--- config.mk ---
export PLATFORM = sky130hd
export DESIGN_NAME = down_counter_timer_flat
export DESIGN_NICKNAME = d
export VERILOG_FILES = /design/src/rtl/down_counter_timer_if.sv /design/src/rtl/down_counter_timer.sv /design/src/flat_wrapper.sv
export SDC_FILE = /design/constraint.sdc
export NUM_CORES = 1
export LEC_CHECK = 0
export ABC_AREA = 1
export CORE_MARGIN = 4
export CORE_UTILIZATION = 52
export DETAILED_ROUTE_END_ITERATION = 7
export PLACE_DENSITY = 0.84
export SLEW_MARGIN = 20
export SYNTH_ARGS = -nofsm -noshare
export SYNTH_HDL_FRONTEND = slang
export SYNTH_SLANG_ARGS = --single-unit
export TNS_END_PERCENT = 10
--- constraint.sdc ---
create_clock -name clk -period 2.4 [get_ports clk]
set_clock_uncertainty 0.2 [all_clocks]
set_input_delay 0.36 -clock clk [delete_from_list [all_inputs] [get_ports clk]]
set_output_delay 0.36 -clock clk [all_outputs]
set_load 0.05 [all_outputs]
--- src/rtl/down_counter_timer_if.sv ---
// rtl/down_counter_timer_if.sv - terminal-count event port (valid/ready) of the down-counter timer
interface down_counter_timer_if;
  logic tc_valid;
  logic tc_ready;

  modport master (output tc_valid, input tc_ready);
  modport slave  (input tc_valid, output tc_ready);
endinterface

--- src/rtl/down_counter_timer.sv ---
// rtl/down_counter_timer.sv - loadable one-shot/periodic down-counter with TC event and overrun count
// Optional tick prescaler enabled by defining DOWNCNT_PRESCALE_EN.
module down_counter_timer #(
  parameter int WIDTH      = 8,
  parameter int OVR_W      = 4,
  parameter int PRESCALE_W = 4
) (
  input  logic                  clk,
  input  logic                  reset,
  input  logic                  load,
  input  logic [WIDTH-1:0]      load_val,
  input  logic                  start,
  input  logic                  stop,
  input  logic                  periodic,
`ifdef DOWNCNT_PRESCALE_EN
  input  logic [PRESCALE_W-1:0] prescale,
`endif
  output logic [WIDTH-1:0]      count,
  output logic                  busy,
  output logic [OVR_W-1:0]      overrun,
  down_counter_timer_if.master  ev
);

  typedef enum logic [1:0] {IDLE, RUN, DONE} state_t;

  state_t           state;
  logic [WIDTH-1:0] reload;
  logic             tick;
  logic             tc_fire;
  logic             tc_take;

`ifdef DOWNCNT_PRESCALE_EN
  logic [PRESCALE_W-1:0] pre_cnt;

  assign tick = (pre_cnt == prescale);

  // Held at zero outside RUN so every entry into RUN starts a full tick period.
  always_ff @(posedge clk or posedge reset) begin
    if (reset) begin
      pre_cnt <= '0;
    end else if (load || stop || state != RUN || tick) begin
      pre_cnt <= '0;
    end else begin
      pre_cnt <= pre_cnt + 1'b1;
    end
  end
`else
  assign tick = 1'b1;
`endif

  assign tc_fire = (state == RUN) && !load && !stop && tick && (count == WIDTH'(1));
  assign tc_take = ev.tc_valid && ev.tc_ready;

  always_ff @(posedge clk or posedge reset) begin
    if (reset) begin
      state       <= IDLE;
      count       <= '0;
      reload      <= '0;
      busy        <= 1'b0;
      overrun     <= '0;
      ev.tc_valid <= 1'b0;
    end else begin
      if (load) begin
        count  <= load_val;
        reload <= load_val;
        state  <= IDLE;
        busy   <= 1'b0;
      end else if (stop) begin
        if (state == RUN) begin
          state <= IDLE;
          busy  <= 1'b0;
        end
      end else begin
        case (state)
          IDLE: begin
            if (start && count != '0) begin
              state <= RUN;
              busy  <= 1'b1;
            end
          end
          DONE: begin
            if (start && reload != '0) begin
              count <= reload;
              state <= RUN;
              busy  <= 1'b1;
            end
          end
          RUN: begin
            if (tick) begin
              if (count > WIDTH'(1)) begin
                count <= count - 1'b1;
              end else if (periodic) begin
                count <= reload;
              end else begin
                count <= '0;
                state <= DONE;
                busy  <= 1'b0;
              end
            end
          end
          default: begin
            state <= IDLE;
            busy  <= 1'b0;
          end
        endcase
      end

      // A new TC while the previous one is still unaccepted is counted as lost.
      if (tc_fire) begin
        ev.tc_valid <= 1'b1;
        if (ev.tc_valid && !ev.tc_ready && overrun != {OVR_W{1'b1}}) begin
          overrun <= overrun + 1'b1;
        end
      end else if (tc_take) begin
        ev.tc_valid <= 1'b0;
      end
    end
  end

endmodule

--- src/flat_wrapper.sv ---
// flat-port wrapper written by rule: the top's interface ports become plain ports
module down_counter_timer_flat 
#(
  parameter int WIDTH      = 8,
  parameter int OVR_W      = 4,
  parameter int PRESCALE_W = 4
)
  (clk, reset, load, load_val, start, stop, periodic, count, busy, overrun, ev_tc_valid, ev_tc_ready);
  down_counter_timer_if ev_i ();
  input  logic clk;
  input  logic reset;
  input  logic load;
  input  logic [WIDTH-1:0] load_val;
  input  logic start;
  input  logic stop;
  input  logic periodic;
  output logic [WIDTH-1:0] count;
  output logic busy;
  output logic [OVR_W-1:0] overrun;
  output wire logic [$bits(ev_i.tc_valid)-1:0] ev_tc_valid;
  input wire logic [$bits(ev_i.tc_ready)-1:0] ev_tc_ready;
  assign ev_tc_valid = ev_i.tc_valid;
  assign ev_i.tc_ready = ev_tc_ready;
  down_counter_timer #(.WIDTH(WIDTH), .OVR_W(OVR_W), .PRESCALE_W(PRESCALE_W)) u_core (.clk(clk), .reset(reset), .load(load), .load_val(load_val), .start(start), .stop(stop), .periodic(periodic), .count(count), .busy(busy), .overrun(overrun), .ev(ev_i));
endmodule
==> results of run 1 <==
==> state kept, by name, indices dropped and copies added, names as in the netlist <==
| register | count |
|---|---|
| u_core.state | 2 |
| u_core.count | 8 |
| u_core.busy | 1 |
| u_core.reload | 8 |
| u_core.ev.tc_valid | 1 |
| u_core.overrun | 4 |
==> layout make-up <==
type	count	area (um2)
Fill cell	249	905
Multi-Input combinational cell	177	865
Sequential cell	24	601
Timing Repair Buffer	32	310
Inverter	19	73.8
Tap cell	31	38.8
Clock buffer	4	36.3
==> routing by layer <==
layer / global-route usage, % / vias to the layer above
met3: 3.78 / 2
met5: 0 / -
met2: 30.0 / 44
met4: 2.48 / 0
li1: - / 778
met1: 25.8 / 687
==> logic make-up (layout without fill, tap and decap cells) <==
family	after synthesis	in the layout	synth area share [%]
and+or+nand+nor	137	137	38.2
AOI/OAI and AO/OA	29	29	9.45
DFF	24	24	38.1
adders and majority gates	4	4	3.18
xor gates and xnor gates	6	6	3.34
buffers and inverters	24	55	6.99
muxes	1	1	0.715
==> power by group <==
part	switching [W]	total, W	internal (W)
logic	0.000334	0.000513	0.000179
registers	0.0000599	0.000515	0.000455
clock network	0.000124	0.000217	0.0000927
==> worst paths after layout <==
check                                  start           endpoint  cells after the start
min in group clk           u_core.overrun[3]  u_core.overrun[3]                      1
setup / recovery             u_core.count[3]           count[3]                      1
hold reg to reg            u_core.overrun[3]  u_core.overrun[3]                      1
hold / removal                         reset    u_core.count[5]                      3
max in group asynchronous              reset  u_core.overrun[0]                      3
setup reg to reg             u_core.count[0]    u_core.count[3]                      9
==> per-stage QoR <==
stage          power, W  setup slack (ns)
2_1_floorplan  0.000874             0.419
3_3_place_gp    0.00102             0.251
3_5_place_dp    0.00103             0.186
4_1_cts         0.00125             0.201
5_1_grt         0.00133            0.0952
6_report        0.00124             0.218
==> cells in the final DEF (no fill, tap or decap), drive strengths merged <==
cell type,instances
ha,4
inv,19
a21oi,14
nand3,18
mux2,1
xnor2,4
nand2,69
dfrtp,24
o21ai,15
nand4,4
xor2,2
nor3,2
clkdlybuf4s50,28
buf,4
nor2,44
clkbuf,4
==> flow_summary.json, run 1 <==
{
  "postLayoutCellArea_um2": 1920,
  "ir_worst_vdd_mv": 0.389,
  "timing.slew.headroom_pct": 63.1,
  "syn_to_final_growth_pct": 22.2,
  "synth_seq_cells": 24,
  "hp-class": "input pin to async pin",
  "wl_per_cell_um": 12.4,
  "hold_viol_final": 0,
  "cts-resized-gates": 0,
  "wl_met2_mm": 1.71,
  "synth-async-reset-ratio_pct": 100,
  "synth_warnings": 0,
  "tritoncts": "done",
  "clock-sinks": 24,
  "yosysTopAreaCellShare_pct": 38.1,
  "status": "finished clean",
  "die_w_um": 63.0,
  "end_kind": "primary output",
  "highest_layer": "met4",
  "period_needed_ns": 2.18,
  "critPathSlowestCell": "clkdlybuf4s50_1",
  "htree_levels": 1,
  "synth_edf_count": 0,
  "cts_setup_buffers": 0,
  "ys.flop_type": "dfrtp_1",
  "cts_made_buffers": 3,
  "synth.top_cells.by_count": "65 x nand2_1, 41 x nor2_1, 24 x dfrtp_1",
  "num_vias": 1511,
  "synth_nets": 244,
  "fin_crit_sh_pct": 90.9,
  "grt_util_all_layers_pct": 18.5,
  "ant_nets": 0,
  "wl_mm": 3.55,
  "antenna_cells": 0,
  "final_net_count": 276,
  "criticalPathCategory": "register to primary output",
  "grt_pass1_wl_mm": 5.95,
  "worstPathCellList": "clkdlybuf4s50_1",
  "slowest_delay_ns": 0.84,
  "place_hpwl_mm": 2.67,
  "ff2ff_setup_slack_ns": 0.35,
  "critical_path_buf_inv_count": 1,
  "cts.path.max_buffers": 2,
  "max_cap_violations": 0,
  "path_delay_family": "buffers and inverters",
  "fmax_mhz": 458,
  "ys_seq_area_share_pct": 38.1,
  "grt_pass1_vias": 1302,
  "power_leakage_nw": 0.938,
  "yosysMostFrequentCell": "nand2_1",
  "start_util_pct": 55.7,
  "clk_pin_slew_worst_paths_ns": 0.14,
  "row_count": 19,
  "ys_top_cells_by_area": "dfrtp_1 38%, nand2_1 15%, nor2_1 9.8%",
  "ys_types": 25,
  "drive_above_1_share_pct": 7.42,
  "tns_ns": 0,
  "drv_slew": 0,
  "antenna_found_initial": 0,
  "grt_overflow": 0,
  "yosysTopAreaCell": "dfrtp_1",
  "instances_no_fill": 287,
  "startpoint_type": "register",
  "gp_congestion": 0.850,
  "io_pins": 29,
  "clock_latency_ns": 0.32,
  "path_max_fanout": 5,
  "wl_met3_um": 213,
  "die-area_um2": 3970,
  "grt_max_degree": 25,
  "syn_area_um2": 1580,
  "power.density_nw_per_um2": 647,
  "utilization_pct": 68.0,
  "cts_hold_buf": 0,
  "worstPathArrival_ns": 1.62,
  "drtIter0Drc": 106,
  "setup-violations-final": 0,
  "port_buffers": 28,
  "critPathRequiredTime_ns": 1.84,
  "avgSynthCellArea_um2": 7.00,
  "core_um2": 2830,
  "rsz0062_at_grt": "false",
  "tightestPinTransition_ns": 0.552,
  "hold-worst-slack_ns": 0.172,
  "wl_met1_mm": 1.60,
  "viasPerCell": 5.26,
  "dieHeight_um": 63.0,
  "cts-root-buf": "clkbuf_4",
  "drtPass1Iterations": 6,
  "drc": 0,
  "post-place-cells": 283,
  "synthCells": 225,
  "place_area_um2": 1890
}
Power figures use the tool's default switching activity.
==> run 2: changes to the inputs <==
--- a/config.mk
+++ b/config.mk
@@ -10,6 +10,7 @@
 export CORE_UTILIZATION = 52
 export DETAILED_ROUTE_END_ITERATION = 7
 export PLACE_DENSITY = 0.84
+export REMOVE_ABC_BUFFERS = 1
 export SLEW_MARGIN = 20
 export SYNTH_ARGS = -nofsm -noshare
 export SYNTH_HDL_FRONTEND = slang
==> run 2 against run 1 <==
Compared with the run above:
- cell count rose by 0.70%
- first-iteration DRC count down 17%
- global-route usage increased by 2.1 points
- clock-buffer cell count stayed put
- clock power up 2%
- sequential cell count unchanged
- sequential power barely moved
- critical path type unchanged
- largest cell class unchanged
==> flow_summary.json, run 2 (synthesized netlist as in run 1, its figures left out) <==
{
  "die-area_um2": 3970,
  "core_um2": 2830,
  "dieHeight_um": 63.0,
  "final_cell_mix": "65 x nand2_1, 41 x nor2_1, 28 x clkdlybuf4s50_1",
  "viasPerCell": 5.32,
  "cts_made_buffers": 3,
  "layout_commonest_cell": "nand2_1",
  "fmax_mhz": 456,
  "path_delay_family": "buffers and inverters",
  "drv_slew": 0,
  "ant_nets": 0,
  "wl_per_cell_um": 12.4,
  "clk_pin_slew_worst_paths_ns": 0.13,
  "gp_congestion": 0.890,
  "cts-resized-gates": 0,
  "cts-root-buf": "clkbuf_4",
  "grt_max_degree": 25,
  "grt_util_all_layers_pct": 20.6,
  "ir_worst_vdd_mv": 0.420,
  "end_kind": "primary output",
  "drtIter0Drc": 88,
  "worstPathCellList": "clkdlybuf4s50_1",
  "multi_input_area_um2": 865,
  "cts_hold_buf": 0,
  "num_vias": 1537,
  "combPwrFrac_pct": 41.1,
  "power.density_nw_per_um2": 645,
  "p_sw_w": 0.000522,
  "reg_top3": "u_core.count x8, u_core.reload x8, u_core.overrun x4",
  "setup-violations-final": 0,
  "clock-sinks": 24,
  "hold_viol_final": 0,
  "n_fill_cell": 257,
  "drive_above_1_share_pct": 8.14,
  "port_buffers": 28,
  "place_area_um2": 1900,
  "final_net_count": 278,
  "hp-class": "input pin to async pin",
  "place_hpwl_mm": 2.72,
  "die_w_um": 63.0,
  "critPathRequiredTime_ns": 1.84,
  "antenna_found_initial": 0,
  "cts_setup_buffers": 0,
  "critPathSlowestCell": "clkdlybuf4s50_1",
  "path_max_fanout": 5,
  "tightestPinTransition_ns": 0.498,
  "power_leakage_nw": 0.947,
  "htree_levels": 1,
  "timing.slew.headroom_pct": 66.7,
  "period_needed_ns": 2.19,
  "status": "finished clean",
  "row_count": 19,
  "hold-worst-slack_ns": 0.168,
  "grt_pass1_wl_mm": 6.64,
  "cts.path.max_buffers": 2,
  "pwr-share-clk_pct": 17.7,
  "drc": 0,
  "startpoint_type": "register",
  "criticalPathCategory": "register to primary output",
  "syn_to_final_growth_pct": 23.1,
  "grt_pass1_vias": 1523,
  "clock_latency_ns": 0.33,
  "fin_crit_sh_pct": 91.3,
  "max_cap_violations": 0,
  "grt_overflow": 0,
  "seqPwrFrac_pct": 41.2,
  "start_util_pct": 55.7,
  "antenna_cells": 0,
  "tritoncts": "done",
  "slowest_delay_ns": 0.84,
  "tns_ns": 0,
  "io_pins": 29,
  "postLayoutCellArea_um2": 1940,
  "swShare_pct": 41.8,
  "wl_mm": 3.58,
  "internal_power_w": 0.000728,
  "rsz0062_at_grt": "false",
  "critical_path_buf_inv_count": 1,
  "worstPathArrival_ns": 1.63,
  "drtPass1Iterations": 4,
  "register_area_um2": 601
}
-- run 2: cell types whose count changed in the layout (fill, tap and decap cells not counted) --
cell,delta
buf_4,+2
-- run 2: per-layer routing --
metal,track usage (%),routed length [um]
met5,0,0
met4,8.54,80
met3,3.24,188
met2,34.4,1730
met1,26.4,1580
-- run 2: path summary, 6_finish.rpt --
| check | startpoint | endpoint | slack, ns | cells after the start |
|---|---|---|---|---|
| min reg2reg | u_core.busy | u_core.busy | 0.28 | 2 |
| min | reset | u_core.reload[7] | 0.17 | 3 |
| max in group asynchronous | reset | u_core.reload[4] | 1.60 | 3 |
| min in group clk | u_core.busy | u_core.busy | 0.28 | 2 |
| max | u_core.count[2] | count[2] | 0.21 | 1 |
| max reg2reg | u_core.count[0] | u_core.count[3] | 0.34 | 9 |
-- run 2: power groups by stage --
stage	Combinational, W	Clock, W	Sequential (W)
final	0.000513	0.000222	0.000515
after global routing	0.000572	0.000241	0.000529
after CTS	0.000515	0.000226	0.000516
after detailed placement	0.000513	0	0.000523
after global placement	0.000509	0	0.000521
after floorplan	0.000226	0	0.000638
-- run 2: cell type report --
class,instances,share of cell area (%)
multi-input combinational,177,44.6
tap,31,2.00
timing repair buffer,34,16.8
clock buffer,4,1.87
sequential,24,31.0
inverter,19,3.81
-- run 2: metrics by stage --
step | std cells | worst slack, ns | total power, W | utilization [%]
finish | 289 | 0.208 | 0.00125 | 68.6
global route | 289 | 0.0863 | 0.00134 | 68.6
CTS | 289 | 0.188 | 0.00126 | 68.6
detailed placement | 285 | 0.275 | 0.00104 | 67.3
global placement | 285 | 0.301 | 0.00103 | 67.3
floorplan | 220 | 0.291 | 0.000864 | -
